**src/rtl/bram_rmw_pkg.sv**
```systemverilog
// Shared types, default widths and the read-modify-write merge helper for bram_rmw_ctrl.
// The merge helper works on a wide fixed vector; callers size-cast in and out.
package bram_rmw_pkg;

    localparam int BRAM_RMW_ADDR_W = 9;
    localparam int BRAM_RMW_DATA_W = 32;
    localparam int BRAM_RMW_MAX_W  = 1024;

    typedef enum logic {
        ST_IDLE  = 1'b0,
        ST_MERGE = 1'b1
    } bram_rmw_state_e;

    // Bits with wem=1 come from the new data, the rest keep the stored word.
    function automatic logic [BRAM_RMW_MAX_W-1:0] bram_rmw_merge(
        input logic [BRAM_RMW_MAX_W-1:0] q,
        input logic [BRAM_RMW_MAX_W-1:0] d,
        input logic [BRAM_RMW_MAX_W-1:0] wem
    );
        return (q & ~wem) | (d & wem);
    endfunction

endpackage

```
**src/rtl/bram_rmw_ctrl.sv**
```systemverilog
// Single-port BRAM front end: reads, full writes and bit-masked writes via read-modify-write.
// Define BRAM_RMW_FULLMASK_FASTPATH_EN to retire all-ones-mask writes in one cycle.
module bram_rmw_ctrl
    import bram_rmw_pkg::*;
#(
    parameter int ADDR_W = BRAM_RMW_ADDR_W,
    parameter int DATA_W = BRAM_RMW_DATA_W
) (
    input  logic              CLK,
    input  logic              RSTN,
    input  logic              REQ_VALID,
    output logic              REQ_READY,
    input  logic              REQ_WE,
    input  logic [ADDR_W-1:0] REQ_A,
    input  logic [DATA_W-1:0] REQ_D,
    input  logic [DATA_W-1:0] REQ_WEM,
    output logic              RSP_VALID,
    output logic [DATA_W-1:0] RSP_Q,
    output logic              MEM_CE,
    output logic              MEM_WE,
    output logic [ADDR_W-1:0] MEM_A,
    output logic [DATA_W-1:0] MEM_D,
    input  logic [DATA_W-1:0] MEM_Q
);

    bram_rmw_state_e   r_state;
    logic [ADDR_W-1:0] r_a;
    logic [DATA_W-1:0] r_d;
    logic [DATA_W-1:0] r_wem;
    logic              r_rsp_vld;

    logic              w_accept;
    logic              w_mask_full;
    logic              w_rd;
    logic              w_wr_full;
    logic              w_wr_rmw;
    logic [DATA_W-1:0] w_merged;

    assign REQ_READY = (r_state == ST_IDLE);
    // Gating with RSTN keeps the BRAM port quiet for the whole reset window.
    assign w_accept  = REQ_VALID & REQ_READY & RSTN;

`ifdef BRAM_RMW_FULLMASK_FASTPATH_EN
    assign w_mask_full = &REQ_WEM;
`else
    assign w_mask_full = 1'b0;
`endif

    assign w_rd      = w_accept & ~REQ_WE;
    assign w_wr_full = w_accept & REQ_WE & w_mask_full;
    assign w_wr_rmw  = w_accept & REQ_WE & (|REQ_WEM) & ~w_mask_full;

    assign w_merged  = DATA_W'(bram_rmw_merge(BRAM_RMW_MAX_W'(MEM_Q),
                                              BRAM_RMW_MAX_W'(r_d),
                                              BRAM_RMW_MAX_W'(r_wem)));

    assign RSP_VALID = r_rsp_vld;
    assign RSP_Q     = MEM_Q;

    // Zero-mask writes fall through every branch and never touch the BRAM.
    always_comb begin
        MEM_CE = 1'b0;
        MEM_WE = 1'b0;
        MEM_A  = '0;
        MEM_D  = '0;
        if (r_state == ST_MERGE) begin
            MEM_CE = 1'b1;
            MEM_WE = 1'b1;
            MEM_A  = r_a;
            MEM_D  = w_merged;
        end else if (w_rd || w_wr_rmw) begin
            MEM_CE = 1'b1;
            MEM_A  = REQ_A;
        end else if (w_wr_full) begin
            MEM_CE = 1'b1;
            MEM_WE = 1'b1;
            MEM_A  = REQ_A;
            MEM_D  = REQ_D;
        end
    end

    // Reset in MERGE drops the latched write before its write cycle can occur.
    always_ff @(posedge CLK or negedge RSTN) begin
        if (!RSTN) begin
            r_state   <= ST_IDLE;
            r_a       <= '0;
            r_d       <= '0;
            r_wem     <= '0;
            r_rsp_vld <= 1'b0;
        end else begin
            r_rsp_vld <= w_rd;
            case (r_state)
                ST_IDLE: begin
                    if (w_wr_rmw) begin
                        r_state <= ST_MERGE;
                        r_a     <= REQ_A;
                        r_d     <= REQ_D;
                        r_wem   <= REQ_WEM;
                    end
                end
                ST_MERGE: r_state <= ST_IDLE;
                default:  r_state <= ST_IDLE;
            endcase
        end
    end

endmodule

```
**config.mk**
```make
export PLATFORM = sky130hd
export DESIGN_NAME = bram_rmw_ctrl
export DESIGN_NICKNAME = d
export VERILOG_FILES = /design/src/rtl/bram_rmw_pkg.sv /design/src/rtl/bram_rmw_ctrl.sv
export SDC_FILE = /design/constraint.sdc
export NUM_CORES = 1
export LEC_CHECK = 0
export CORE_ASPECT_RATIO = 2
export CORE_MARGIN = 4
export CORE_UTILIZATION = 44
export DETAILED_ROUTE_END_ITERATION = 7
export PLACE_DENSITY_LB_ADDON = 0.05
export SETUP_SLACK_MARGIN = 0.3
export SLEW_MARGIN = 25
export SYNTH_ARGS = -nofsm -noshare
export SYNTH_HDL_FRONTEND = slang
export SYNTH_SLANG_ARGS = --single-unit
```
**constraint.sdc**
```tcl
create_clock -name CLK -period 3.2 [get_ports CLK]
set_clock_uncertainty 0.15 [all_clocks]
set_input_delay 0.32 -clock CLK [delete_from_list [all_inputs] [get_ports CLK]]
set_output_delay 0.32 -clock CLK [all_outputs]
set_load 0.05 [all_outputs]
```
==> flow_metrics.tcl <==
set metrics [dict create \
    place_inst 536 \
    crit_arrival_ns 2.25 \
    core_area_sq_um 8230 \
    vias 2774 \
    die_height_microns 138 \
    setup-tns-final_ns 0 \
    start_util_pct 45.1 \
    routedWlPerCell_microns 17.9 \
    cts_setup_buffers 0 \
    hold_viol_final 0 \
    diodes 0 \
    wirelength_microns 9880 \
    cap_violations 0 \
    rr_worst_depth 5 \
    ys_top_cells_by_count "75 x dfrtp_1, 48 x mux2_1, 41 x mux2i_1" \
    cp-start-kind "primary input" \
    synthToLayoutAreaGrowth_pct 54.4 \
    max_freq_mhz 367 \
    cp.required_ns 2.73 \
    nets 560 \
    route.detailed.drc 0 \
    use_met1_pct 21.4 \
    finalCritPeriodShare_pct 85.0 \
    syn_avg_cell_area_sq_um 12.7 \
    outcome "finished clean" \
    end_kind "primary output" \
    top_usage_layer "met2" \
    instances_no_fill 553 \
    avgViaCountPerCell 5.02 \
    p_per_area_nw_per_um2 517 \
    met3_usage_pct 5.44 \
    syn_nets 401 \
    core.rowCount 47 \
    antenna_found_initial 0 \
    drt_iter0_drc 95 \
    ant_nets 0 \
    ys_seq_area_share_pct 50.6 \
    placed_area_sq_um 5400 \
    period_minus_slack_ns 2.72 \
    crit_type "primary input to primary output" \
    ir_worst_vdd_mv 0.499 \
    synth_top_area_cell "dfrtp_1" \
    grt.total_usage_pct 20.0 \
    clockBufferDepth 2 \
    design_area_sq_um 5730 \
    min_path_type "primary input to asynchronous set/reset pin" \
    clk_pin_slew_ns 0.05 \
    htreeDepth 3 \
    yosysTopAreaCellShare_pct 50.6 \
    max_slew_margin_pct 41.7 \
    die_w_microns 73.0 \
    grtUsageMet2_pct 36.6 \
    syn_inst 292 \
    synth-edff-count 0 \
    synth_most_common_cell "dfrtp_1" \
    synthArstFlopShare_pct 100 \
    clk_latency_ns 0.32 \
    fill_cells 664 \
    grt_max_degree 72 \
    cts_tree "yes" \
    gp_congestion 0.756 \
    root_buffer "clkbuf_16" \
    netlist_area_sq_um 3710 \
    port-buffer-count 185 \
    leakage_uw 0.00243 \
    worstPathMaxFanout 23 \
    boundaryPins 186 \
    ys_types 19 \
    finalMaxSlewViolations 0 \
    synth_seq_cells 75 \
    synth_top_flop_cell "dfrtp_1" \
    grt_pass1_wl_microns 15000 \
    worstMarginPinSlew_ns 0.875 \
    synth_area_leaders "dfrtp_1 51%, mux2_1 15%, mux2i_1 11%" \
    setup_viol 0 \
    rsz0062_at_grt "no" \
    cts_buffers 9 \
    grt_pass1_vias 3046 \
    drive_above_1_share_pct 13.4 \
    drt_pass1_iterations 4 \
    grt-ovfl-total 0 \
    hpwl_microns 7620 \
    die_area_sq_um 10100 \
    ys_warn_count 0 \
    cts_sinks 75 \
]
per-layer routing:
layer	routed length, microns	vias up
met1	3430	1342
met2	5600	104
li1	-	1316
met3	678	12
met4	173	0
met5	0	-
sequential cells by signal (all words and copies together), names as in the netlist:
signal	flops
RSP_VALID	1
r_a	9
r_d	32
r_state	1
r_wem	32
worst max-delay path: stages:
cell and delay [ns]:
clkdlybuf4s50_1 0.41, nor4_1 0.31, buf_4 0.17, nand4_1 0.18, o21ai_4 0.33, buf_12 0.22
a21oi_1 0.09, buf_4 0.22
logic make-up after synthesis:
kind of cell    share of synthesized area, %
compound gates                          1.35
buf+inv                                 9.27
flops                                   50.6
mux                                     33.2
simple gates                            5.63
area by class of cell:
cell class | instances | area, sq um | share of cell area (%)
repair buffers | 193 | 1930 | 33.7
flip-flops and latches | 75 | 1880 | 32.7
multi-input cells | 170 | 1520 | 26.4
clock buffers | 13 | 270 | 4.72
well taps | 98 | 123 | 2.14
clock inverters | 2 | 10.0 | 0.175
inverters | 2 | 7.51 | 0.131
per-stage QoR:
step	hold WS, ns	worst slack (ns)	util (%)	power, uW
floorplan	-0.126	0.486	-	1730
global placement	-0.0122	0.369	65.6	2010
detailed placement	-0.0101	0.363	65.6	2040
CTS	0.262	0.346	69.2	3000
global route	0.249	0.338	69.6	3120
finish	0.264	0.479	69.6	2960
placed cells by master, fill, tap and decap left out, drive strengths merged:
| cell type | netlist | layout |
|---|---|---|
| dfrtp | 75 | 75 |
| nor4 | 8 | 8 |
| buf | 42 | 17 |
| mux2 | 73 | 73 |
| mux2i | 41 | 41 |
| nand4 | 2 | 2 |
| and4 | 1 | 1 |
| dlygate4sd3 | 0 | 1 |
| clkbuf | 3 | 14 |
| inv | 2 | 2 |
| nor4bb | 1 | 1 |
| nand2 | 1 | 1 |
| clkinv | 0 | 2 |
| clkdlybuf4s50 | 0 | 174 |
| nor2 | 33 | 33 |
| o21ai | 1 | 1 |
| a21oi | 9 | 9 |
worst paths after layout:
check                                  from        end  slack [ns]
worst max-delay path            REQ_WEM[16]   MEM_A[7]        0.48
worst min-delay path                   RSTN     r_a[3]        0.26
worst max register to register      r_state  r_wem[22]        1.16
worst min register to register       r_d[1]     r_d[1]        0.34
max in group asynchronous              RSTN     r_a[0]        1.58
min in group CLK                     r_d[1]     r_d[1]        0.34
power by group:
group	internal, uW	total [uW]	switching [uW]	leakage [uW]
sequential	1140	1270	122	0.000892
clock	581	939	358	0.000141
combinational	398	755	358	0.00139
total	2120	2960	838	0.00243
repair_timing:
item,4_1_cts,5_1_grt
setup endpoints to repair,0,9
hold endpoints to repair,4,0
hold buffers,1,0
resized for setup,0,2
Note: power is estimated with default switching activity, not from simulation.
